$ cat config.mk
export PLATFORM = sky130hd
export DESIGN_NAME = countdown_ctrl
export DESIGN_NICKNAME = d
export VERILOG_FILES = /design/src/rtl/countdown_pkg.sv /design/src/rtl/countdown_tick_gen.sv /design/src/rtl/countdown_ctrl.sv
export SDC_FILE = /design/constraint.sdc
export NUM_CORES = 1
export LEC_CHECK = 0
export CORE_MARGIN = 3
export CORE_UTILIZATION = 50
export CTS_CLUSTER_DIAMETER = 150
export CTS_CLUSTER_SIZE = 12
export DETAILED_ROUTE_END_ITERATION = 10
export GPL_TIMING_DRIVEN = 0
export PLACE_DENSITY = 0.78
export SYNTH_ARGS = -nofsm -noshare
export SYNTH_HDL_FRONTEND = slang
export SYNTH_SLANG_ARGS = --single-unit
$ cat constraint.sdc
create_clock -name clk -period 2.2 [get_ports clk]
set_clock_uncertainty 0.15 [all_clocks]
set_input_delay 0.44 -clock clk [delete_from_list [all_inputs] [get_ports clk]]
set_output_delay 0.44 -clock clk [all_outputs]
set_load 0.01 [all_outputs]
$ cat src/rtl/countdown_pkg.sv
// Shared types and constants for the countdown timer controller.
//   cd_state_t       : controller state encoding (idle, run, pause, alarm)
//   CD_WIDTH_DEFAULT : default counter width in bits
package countdown_pkg;

  typedef enum logic [1:0] {
    CD_IDLE,
    CD_RUN,
    CD_PAUSE,
    CD_ALARM
  } cd_state_t;

  localparam int unsigned CD_WIDTH_DEFAULT = 4;

endpackage

$ cat src/rtl/countdown_tick_gen.sv
// Tick prescaler for the countdown timer. Counts 0..TICK_DIV-1 while en is high and produces
// a one-cycle tick on the last count. The phase is held while en is low; clr restarts at 0.
// Ports:
//   clk   in  clock, rising edge
//   reset in  asynchronous active-high reset
//   en    in  advance the prescaler this cycle
//   clr   in  restart the prescaler at phase 0 (wins over en)
//   tick  out high for the cycle in which the prescaler is on its last count and enabled
module countdown_tick_gen #(
  parameter int unsigned TICK_DIV = 1
) (
  input  logic clk,
  input  logic reset,
  input  logic en,
  input  logic clr,
  output logic tick
);

  localparam int unsigned CntW = (TICK_DIV > 1) ? $clog2(TICK_DIV) : 1;
  localparam logic [CntW-1:0] CntLast = CntW'(TICK_DIV - 1);

  logic [CntW-1:0] cnt_q, cnt_d;

  assign tick = en && !clr && (cnt_q == CntLast);

  always_comb begin
    cnt_d = cnt_q;
    if (clr) begin
      cnt_d = '0;
    end else if (en) begin
      cnt_d = tick ? '0 : cnt_q + CntW'(1);
    end
  end

  always_ff @(posedge clk or posedge reset) begin
    if (reset) begin
      cnt_q <= '0;
    end else begin
      cnt_q <= cnt_d;
    end
  end

endmodule

$ cat src/rtl/countdown_ctrl.sv
// Sequencing controller for the countdown timer: reload register, tick prescaler, and the
// idle/run/pause/alarm state machine with per-cycle command arbitration
// (reset > clear > stop > start; load is independent of start/stop).
// Build option: define COUNTDOWN_AUTO_RELOAD_EN to keep running after reaching zero; alarm then
// pulses for the one cycle the count reaches zero and the following tick reloads the count.
// Ports:
//   clk     in  clock, rising edge
//   reset   in  asynchronous active-high reset
//   start   in  begin counting (idle/alarm) or resume (pause)
//   stop    in  pause while running
//   clear   in  abort to idle, counter := reload value
//   load    in  capture preset into the reload register (ignored while running)
//   preset  in  new reload value
//   counter out current count (registered)
//   alarm   out count reached zero (registered)
//   running out state is RUN
//   paused  out state is PAUSE
module countdown_ctrl
  import countdown_pkg::*;
#(
  parameter int unsigned      WIDTH          = CD_WIDTH_DEFAULT,
  parameter logic [WIDTH-1:0] PRESET_DEFAULT = {WIDTH{1'b1}},
  parameter int unsigned      TICK_DIV       = 1
) (
  input  logic             clk,
  input  logic             reset,
  input  logic             start,
  input  logic             stop,
  input  logic             clear,
  input  logic             load,
  input  logic [WIDTH-1:0] preset,
  output logic [WIDTH-1:0] counter,
  output logic             alarm,
  output logic             running,
  output logic             paused
);

  localparam logic [WIDTH-1:0] CntOne = WIDTH'(1);

  cd_state_t        state_q, state_d;
  logic [WIDTH-1:0] reload_q, reload_d;
  logic [WIDTH-1:0] counter_q, counter_d;
  logic             alarm_q, alarm_d;
  logic             tick_en, tick_clr, tick;

  // The prescaler is frozen on a stop cycle so the pause keeps the exact phase, and restarts
  // whenever a fresh count begins from idle or alarm.
  assign tick_en  = (state_q == CD_RUN) && !clear && !stop;
  assign tick_clr = clear || (start && ((state_q == CD_IDLE) || (state_q == CD_ALARM)));

  countdown_tick_gen #(
    .TICK_DIV(TICK_DIV)
  ) u_tick_gen (
    .clk  (clk),
    .reset(reset),
    .en   (tick_en),
    .clr  (tick_clr),
    .tick (tick)
  );

  always_comb begin
    state_d   = state_q;
    reload_d  = reload_q;
    counter_d = counter_q;
    alarm_d   = alarm_q;

    if (load && (state_q != CD_RUN)) begin
      reload_d = preset;
    end

    if (clear) begin
      state_d   = CD_IDLE;
      counter_d = reload_d;
      alarm_d   = 1'b0;
    end else begin
      unique case (state_q)
        CD_IDLE: begin
          // reload_d so that load+start in one cycle counts from the new preset
          counter_d = reload_d;
          if (start) begin
            if (reload_d == '0) begin
              state_d   = CD_ALARM;
              counter_d = '0;
              alarm_d   = 1'b1;
            end else begin
              state_d = CD_RUN;
            end
          end
        end

        CD_RUN: begin
`ifdef COUNTDOWN_AUTO_RELOAD_EN
          alarm_d = 1'b0;
`endif
          if (stop) begin
            state_d = CD_PAUSE;
          end else if (tick) begin
`ifdef COUNTDOWN_AUTO_RELOAD_EN
            if (counter_q == '0) begin
              if (reload_q == '0) begin
                state_d = CD_ALARM;
                alarm_d = 1'b1;
              end else begin
                counter_d = reload_q;
              end
            end else if (counter_q == CntOne) begin
              counter_d = '0;
              alarm_d   = 1'b1;
            end else begin
              counter_d = counter_q - CntOne;
            end
`else
            // <= guards against wrapping below zero
            if (counter_q <= CntOne) begin
              state_d   = CD_ALARM;
              counter_d = '0;
              alarm_d   = 1'b1;
            end else begin
              counter_d = counter_q - CntOne;
            end
`endif
          end
        end

        CD_PAUSE: begin
          if (start) begin
            state_d = CD_RUN;
          end
        end

        CD_ALARM: begin
          counter_d = '0;
          alarm_d   = 1'b1;
          if (start && (reload_d != '0)) begin
            state_d   = CD_RUN;
            counter_d = reload_d;
            alarm_d   = 1'b0;
          end
        end

        default: begin
          state_d = CD_IDLE;
        end
      endcase
    end
  end

  always_ff @(posedge clk or posedge reset) begin
    if (reset) begin
      state_q   <= CD_IDLE;
      reload_q  <= PRESET_DEFAULT;
      counter_q <= PRESET_DEFAULT;
      alarm_q   <= 1'b0;
    end else begin
      state_q   <= state_d;
      reload_q  <= reload_d;
      counter_q <= counter_d;
      alarm_q   <= alarm_d;
    end
  end

  assign counter = counter_q;
  assign alarm   = alarm_q;
  assign running = (state_q == CD_RUN);
  assign paused  = (state_q == CD_PAUSE);

endmodule

==> results, run 1 <==
- The flow ran to the end, and the final reports show no timing, DRC or antenna violations.
- At the later pin of the worst-skew pair, clock insertion delay measures 0.28 ns.
- In this run the static leakage power is between 0.4 and 0.5 nW.
- The path category of the worst min-delay check is in2reg.
- The final critical path takes up 97.8% of the cycle.
- The setup check on the worst reg-to-reg path leaves a slack of approximately 0.15 ns.
- Data on the critical path is required at its endpoint by 1.61 ns.
- For this design, the sink count on the clock tree is 12.
- Buffers placed on the I/O ports in this run total 15.
- Yosys mapped a number of flops with a built-in enable equal to 0.
- The cell accounting for the most synthesized area is dfstp_2.
- After synthesis, the most frequently instantiated cells are dfstp_2 (8), inv_1 (8), ha_1 (7).
- Dividing the synthesized area by the synthesized cell count gives 9.88 um^2.
- The remaining antenna violation count is 0.
- The gate family responsible for the most delay along the worst path is buffers and inverters.
- The power per standard cell area is 1390 nW/um^2.
- The combinational family with the most area after synthesis is compound AO/OA/AOI/OAI gates.
- The path with the worst hold slack has its endpoint at u_tick_gen.cnt_q$_DFFE_PP0P_.
- The synthesized-area fraction occupied by adder cells is 10.3%.
- The multiplexer area fraction after synthesis is 9.87%.
- In this run, post-CTS hold repair placed 0 buffers.
- For this design the top-level I/O count stands at 17.
- The CTS H-tree depth is 1.
- The initial antenna violation count is 0.
- The net count after synthesis is 103.
- The source of the worst register-to-register timing path is state_q[0]$_DFFE_PP0P_.
- Counting flops with an async set or reset pin after synthesis yields a share of 100%.
- The top achievable clock speed is 0.465 GHz.
- The synthesized area is about 850 um^2.
- From bottom edge to top edge, the die measures 47.2 um.
- The classification of the worst setup path is reg2out.
- The site row count is 14.
- The worst setup path is launched from a flop.
- Of the total synthesized cell area, the portion taken by AND, OR, NAND and NOR gates is 15.5%.
- TritonCTS built the clock tree.
- In this run the top signal layer used is met4.
- The worst register-to-register path ends at state_q[0]$_DFFE_PP0P_.
- The largest driver fanout on the critical path is 8.
- The worst hold path was traced through 2 stages.
- The nature of the critical path endpoint is a primary output.
- The net total in the final layout is 123.
- Dividing the detail-routed via count by the number of cells gives a little over 6.
- The worst min-delay path startpoint is clear.
- The via count of the first global-routing pass came to 689.
- The data arrival time of the worst path is 1.56 ns.
- Walking the worst path, the cells encountered are inv_2 -> ha_4 -> clkdlybuf4s50_1.
- The count of final hold-check violations is 0.
- Max-cap violations in this run came to 0.
- The xor and xnor area share after synthesis is 0%.
- The detailed router finished its first iteration with 36 violations.
- The number of warnings reported in the yosys synthesis log is 0.
- After synthesis, the cell types taking the most area are dfstp_2 (25%), dfrtp_1 (12%), ha_1 (10%).
- At the pin with the least slew margin, the transition time is 0.556 ns.
- The clock passes through at most 2 buffers.
- The floorplan step defined a die boundary enclosing 2230 um^2.
- The largest net degree at the start of global routing is 13.
- The largest incremental delay on the critical path is 0.55 ns.
- The total congestion overflow is 0.
- Before antenna repair, the detailed router went through 4 iterations.
- The clock transition at the registers of the reported paths is 0.08 ns.
- Once the floorplan was initialized, standard cells occupied 54.5% of the core.
- The wire length of the first global-routing pass is roughly 3 mm.
- The area inside the core boundary is approximately 1600 um^2.
- After routing the design area is between 1000 and 1500 um^2.
- Cells with a size suffix above 1 make up 23.8% of the layout.
- The number of DRC violations after detailed routing is 0.
- The worst pin sits at a relative slew slack of between 60 and 70%.
- The area growth from synthesis to layout is 26.1%.
- The total wire length after detailed routing is 2.02 mm.
- The fraction of the mapped netlist area in compound gates is 22.8%.
- The worst-case IR drop observed on VDD is approximately 680 uV.
- The final sum of negative setup slack is 0 ns.
- Detailed routing placed a total of 1.05 mm of wire on met2.
- The total number of vias is 738.
- The critical-path cell with the highest stage delay is clkdlybuf4s50_1.
- The die is around 47 um wide.
- The most frequently used flop master after synthesis is dfstp_2.
- 0 antenna diodes ended up in the layout.
- The unique cell type count in the Yosys netlist is 37.
- The final critical-path required period is 2.15 ns.
- In this run the biggest area consumer among cell types represents between 20% and 30% of the synthesized area.
- The number of flip-flops and latches in the synthesized netlist is 12.
- The cell depth of the worst flop-to-flop path is 6.
- The detailed router put a total of 845 um of wire on met1.
- Across every metal layer, demand over resource in global routing totals 19.7%.
- Detailed placement ended at an HPWL of 1.54 mm.
- The routability congestion estimate is 0.803.
- The sequential element share of the synthesized area is between 30% and 40%.
- The number of buffers and inverters on the critical path is 2.
- Setup repair after global routing left no endpoint under its margin.
- The max-slew violation total from the final report is 0.
- In the final routed layout, each cell accounts on average for 16.7 um.
- The number of buffers created by CTS is 3.
- In this run the cell area measured after placement is roughly 1000 um^2.
- The layout has 128 filler cells.
- The length of routed met3 wiring is approximately 120 um.
- Setup violations remaining at the end of the flow were counted as 0.
- The count of mapped cells out of synthesis is 86.
- The library cell used as clock root buffer is clkbuf_4.
==> cells in the final DEF, fill, tap and decap left out, types with 2 or more instances in the layout <==
master	n
o31ai_1	2
clkdlybuf4s50_1	14
dfrtp_1	3
inv_1	7
nor4_1	2
a21oi_1	4
nor3_1	3
nor2b_1	2
o21ai_1	2
clkbuf_4	3
dfstp_2	8
nor2_1	4
nand3_1	2
mux2_2	4
nand2b_1	2
nand2_1	6
ha_1	6
o21ai_0	5
==> cell families (layout without fill, tap and decap cells) <==
kind of cell	Yosys count	after routing
compound gates	25	25
fa+ha+maj	7	7
buf+inv	10	29
flops	12	12
mux	7	7
simple gates	25	25
==> through the flow <==
step	instances	total power, W	utilization (%)	hold WS, ns	setup slack, ns
after detailed placement	117	0.00130	65.4	0.370	-0.0432
after global routing	121	0.00160	68.7	0.352	0.00256
after floorplan	86	0.00102	-	0.149	0.176
after CTS	121	0.00146	67.9	0.323	0.00614
after global placement	117	0.00126	65.4	0.366	0.0135
final	121	0.00149	68.7	0.322	0.0490
==> worst max path at each step <==
| stage | from | end | slack, ns | cells past startpoint |
|---|---|---|---|---|
| 3_3_place_gp | state_q[1]$_DFFE_PP0P_ | state_q[0]$_DFFE_PP0P_ | 0.01 | 8 |
| 2_1_floorplan | state_q[1]$_DFFE_PP0P_ | state_q[0]$_DFFE_PP0P_ | 0.18 | 8 |
| 3_5_place_dp | state_q[1]$_DFFE_PP0P_ | state_q[0]$_DFFE_PP0P_ | -0.04 | 8 |
| 5_1_grt | state_q[1]$_DFFE_PP0P_ | running | 0.003 | 3 |
| 4_1_cts | state_q[0]$_DFFE_PP0P_ | paused | 0.006 | 3 |
| 6_report | state_q[1]$_DFFE_PP0P_ | running | 0.05 | 3 |
==> power by group <==
group,internal [W],switching [W],total [W],leakage [nW]
logic,0.000431,0.000427,0.000858,0.314
clock network,0.0000703,0.0000798,0.000150,0.0150
registers,0.000372,0.000105,0.000478,0.135
==> what timing repair did <==
action                                  in CTS  in global routing
endpoints found under the setup margin       3                  5
hold endpoints to repair                     0                  0
buffers inserted                             0                  0
gates resized for setup                      2                  4
==> flip-flops by register name, summed over array words and instances (netlist names) <==
register,cells
counter,4
reload_q,4
state_q,2
alarm,1
u_tick_gen.cnt_q,1
==> layout make-up <==
class                           count  area, um^2  share of cell area, %
Inverter                            8        30.0                   2.80
Multi-Input combinational cell     64         518                   48.4
Timing Repair Buffer               15         153                   14.3
Tap cell                           16        20.0                   1.87
Buffer                              2        12.5                   1.17
Clock buffer                        4        26.3                   2.45
Sequential cell                    12         312                   29.1
==> worst reg2reg max path, stage by stage, from the launching register on <==
cell	delay (ns)
dfrtp_2	0.44
inv_1	0.10
ha_1	0.31
nor2b_1	0.30
nor4b_1	0.11
o31a_1	0.29
a32o_1	0.23
==> metal layers <==
layer / track usage (%) / vias to the layer above
li1: - / 356
met1: 24.4 / 347
met2: 34.0 / 33
met3: 3.45 / 2
met4: 6.63 / 0
met5: 0 / -
(Power assumes the default switching activity.)
==> inputs of run 2 (changes only) <==
--- a/config.mk
+++ b/config.mk
@@ -10,6 +10,7 @@
 export CTS_CLUSTER_DIAMETER = 150
 export CTS_CLUSTER_SIZE = 12
 export DETAILED_ROUTE_END_ITERATION = 10
+export GPL_ROUTABILITY_DRIVEN = 0
 export GPL_TIMING_DRIVEN = 0
 export PLACE_DENSITY = 0.78
 export SYNTH_ARGS = -nofsm -noshare
==> results of run 2 <==
The final DEF is identical to that of run 1; final timing and power are the same.
==> inputs of run 3 (changes only) <==
--- a/config.mk
+++ b/config.mk
@@ -5,8 +5,10 @@
 export SDC_FILE = /design/constraint.sdc
 export NUM_CORES = 1
 export LEC_CHECK = 0
+export CELL_PAD_IN_SITES_DETAIL_PLACEMENT = 0
+export CELL_PAD_IN_SITES_GLOBAL_PLACEMENT = 2
 export CORE_MARGIN = 3
-export CORE_UTILIZATION = 50
+export CORE_UTILIZATION = 31
 export CTS_CLUSTER_DIAMETER = 150
 export CTS_CLUSTER_SIZE = 12
 export DETAILED_ROUTE_END_ITERATION = 10
==> constraint.sdc (replaced) <==
create_clock -name clk -period 2.2 [get_ports clk]
set_clock_uncertainty 0.15 [all_clocks]
set_input_delay 0.22 -clock clk [delete_from_list [all_inputs] [get_ports clk]]
set_output_delay 0.22 -clock clk [all_outputs]
set_load 0.01 [all_outputs]
==> run 3 against run 2 <==
Combinational power is 6.8% higher. Clock power decreased by 14%. Non-clock buffer count is 4 higher. Largest power group unchanged. Largest cell class unchanged.
==> results, run 3 (same netlist as run 1, synthesis figures left out) <==
- The count of clock tree sinks was 12 (unchanged).
- The worst supply voltage drop on vdd is 710 uV (+5.1%).
- The number of DRC markers after the initial detailed-route iteration is 10 (-72%).
- The area added between synthesis and finish is 31.5%.
- The met1 usage in global routing is 17.4% (-7.0 points).
- The filler cell count is 264 (+110%).
- The site row count is 18 (+4).
- STA classifies the critical path endpoint as a flop.
- Setup repair after global routing left no endpoint under its margin.
- The required time at the worst-slack endpoint came to 2.21 ns (+0.60 ns).
- The number of buffers between clock root and the deepest sink is 2 (unchanged).
- The CTS H-tree depth is 1 (unchanged).
- The number of buffers created by CTS was 3 (unchanged).
- The effective utilization at floorplan was 33.4% (-21 points).
- The clock transition at the registers of the reported paths is 0.07 ns (about the same).
- The final critical-path required period is 2.09 ns (-0.0649 ns).
- The source-to-sink clock delay at the later pin of the worst-skew pair was 0.27 ns (about the same).
- Traced cell by cell, the critical path runs through inv_1 -> ha_1 -> nor2b_1 -> nor4b_2 -> o31a_1 -> a32o_1.
- The total wire length after detailed routing is 1.91 mm (-5.4%).
- The instance area after placement is 1040 um^2 (+1.7%).
- The count of input and output buffers was 15 (unchanged).
- TritonCTS built the clock tree.
- The via count of the first global-routing pass was 704 (+2.2%).
- The cell area after layout was 1120 um^2 (+4.3%).
- The count of final hold-check violations is 0 (unchanged).
- The number of gates on the worst path with buffers counted is 6 (+3).
- The global-route total usage across every layer is 12.6% (-7.1 points).
- The max-slew violation total from the final report was 0 (unchanged).
- The wire length of the first global-routing pass is 3.23 mm (+7.3%).
- The worst reg-to-reg setup slack is 0.11 ns (-0.04 ns).
- The flow ran to the end, and the final reports show no timing, DRC or antenna violations.
- The floorplan die area was 3400 um^2 (+53%).
- The setup violation total in the final timing report is 0 (unchanged).
- The gate family responsible for the most delay along the worst path is compound AO/OA/AOI/OAI gates.
- The critical-path cell with the highest stage delay is dfrtp_1.
- The type of origin of the critical path is a flop.
- The slew at the pin closest to its max-slew limit is 0.559 ns (+0.00295 ns).
- The area inside the core boundary is 2540 um^2 (+63%).
- The number of iterations in the first detailed-routing pass came to 4 (unchanged).
- The headroom to the max-slew limit came to 62.1% (-0.20 points).
- The number of DRC violations after detailed routing is 0 (unchanged).
- The worst reg2reg path endpoint is state_q[0]$_DFFE_PP0P_.
- The largest driver fanout on the critical path is 4 (-4).
- The overall die height is 58.4 um (+24%).
- The portion of the clock cycle consumed by the worst path in the final layout came to 94.8% (-3.0 points).
- The critical path ends at state_q[0]$_DFFE_PP0P_.
- The total congestion overflow came to 0 (unchanged).
- The largest incremental delay on the critical path came to 0.43 ns (-0.12 ns).
- The met2 usage in global routing is 19.0% (-15 points).
- The post-layout worst setup margin is 0.114 ns (+0.0649 ns).
- The cell leakage power is 0.467 nW (+0.77%).
- The estimated wirelength of the detail-placed design came to 1.49 mm (-3.3%).
- The number of diodes was 0 (unchanged).
- In this run the most used layer during global routing was met2.
- The total number of vias is 719 (-2.6%).
- The vias per cell was 5.21 (-15%).
- The power per standard cell area is 1350 nW/um^2 (-2.5%).
- The library cell used as clock root buffer is clkbuf_4.
- The data arrival time of the worst path is 2.09 ns (+0.53 ns).
- The x dimension of the die is 58.4 um (+24%).
- The share of final-layout standard cells stronger than drive strength 1 came to 25.9% (+2.1 points).
- The worst register-to-register path begins at state_q[0]$_DFFE_PP0P_.
- The met3 demand-to-capacity share in global routing is 4.82% (+1.4 points).
- The remaining antenna violation count is 0 (unchanged).
- The top-level port count is 17 (unchanged).
- The max-capacitance violation count is 0 (unchanged).
- The library cell used most frequently in the layout, excluding fill and tap cells, is clkdlybuf4s50_1.
- The initial antenna violation count is 0 (unchanged).
- In this run the worst setup path begins at state_q[0]$_DFFE_PP0P_.
- Leaving out fill and tap cells, the most frequent cells in the layout are clkdlybuf4s50_1 (15), inv_1 (8), dfstp_2 (8).
- The path category of the worst min-delay check is in2async.
- The final sum of negative setup slack is 0 ns (unchanged).
- The largest net degree at the start of global routing was 13 (unchanged).
- The cell depth of the worst flop-to-flop path is 6 (unchanged).
- The per-cell routed wire length is 13.8 um (-17%).
- The top achievable clock speed is 0.479 GHz (+3.1%).
- The worst setup slack before clock tree synthesis came to -0.0238 ns (+0.0195 ns).
- The classification of the worst setup path is reg2reg.
- The net total in the final layout is 127 (+3.3%).
- The buffer and inverter count on the worst path was 1 (-1).
- The total power consumption of the routed design was 0.00151 W (+1.7%).
[run 3: cell types whose count changed in the layout (fill, tap and decap cells not counted), sizes merged]
cell,change
buf,+4
clkbuf,-1
clkdlybuf4s50,+1
dlymetal6s2s,-1
[run 3: area by class of cell]
class                   instances  area, um^2  area share, %
repair buffers                 19         180           16.1
inverters                       8        30.0           2.69
plain buffers                   2        12.5           1.12
flip-flops and latches         12         310           27.8
clock buffers                   3        22.5           2.02
multi-input cells              64         524           46.9
well taps                      30        37.5           3.36
[run 3: worst min-delay path by stage]
stage / endpoint / cells after the start / startpoint
2_1_floorplan: alarm$_DFFE_PP0P_ / 1 / reset
3_3_place_gp: alarm$_DFFE_PP0P_ / 1 / alarm$_DFFE_PP0P_
3_5_place_dp: alarm$_DFFE_PP0P_ / 1 / alarm$_DFFE_PP0P_
4_1_cts: u_tick_gen.cnt_q$_DFFE_PP0P_ / 2 / clear
5_1_grt: u_tick_gen.cnt_q$_DFFE_PP0P_ / 2 / clear
6_report: state_q[1]$_DFFE_PP0P_ / 2 / reset
[run 3: report_power, final]
part           total, W  leakage (nW)  internal (W)  switching [W]
logic          0.000916         0.317      0.000484       0.000432
registers      0.000465         0.136      0.000370      0.0000949
clock network  0.000129        0.0138     0.0000633      0.0000659
[run 3: routing by layer]
layer | up-vias | wire length [um]
li1 | 360 | -
met1 | 340 | 928
met2 | 17 | 861
met3 | 2 | 108
met4 | 0 | 10
met5 | - | 0
[run 3: stage by stage]
| step | utilization (%) | hold WS [ns] | cells |
|---|---|---|---|
| 2_1_floorplan | - | -0.0710 | 86 |
| 4_1_cts | 41.7 | 0.0945 | 134 |
| 3_3_place_gp | 40.8 | 0.350 | 131 |
| 3_5_place_dp | 40.8 | 0.358 | 131 |
| 6_report | 43.9 | 0.100 | 138 |
| 5_1_grt | 43.9 | 0.119 | 138 |
[run 3: repair_timing]
action                                  4_1_cts  5_1_grt
gates resized for setup                       1        3
endpoints found under the setup margin        3        6
pin swaps                                     0        1
hold buffers                                  0        0
setup buffers                                 0        4
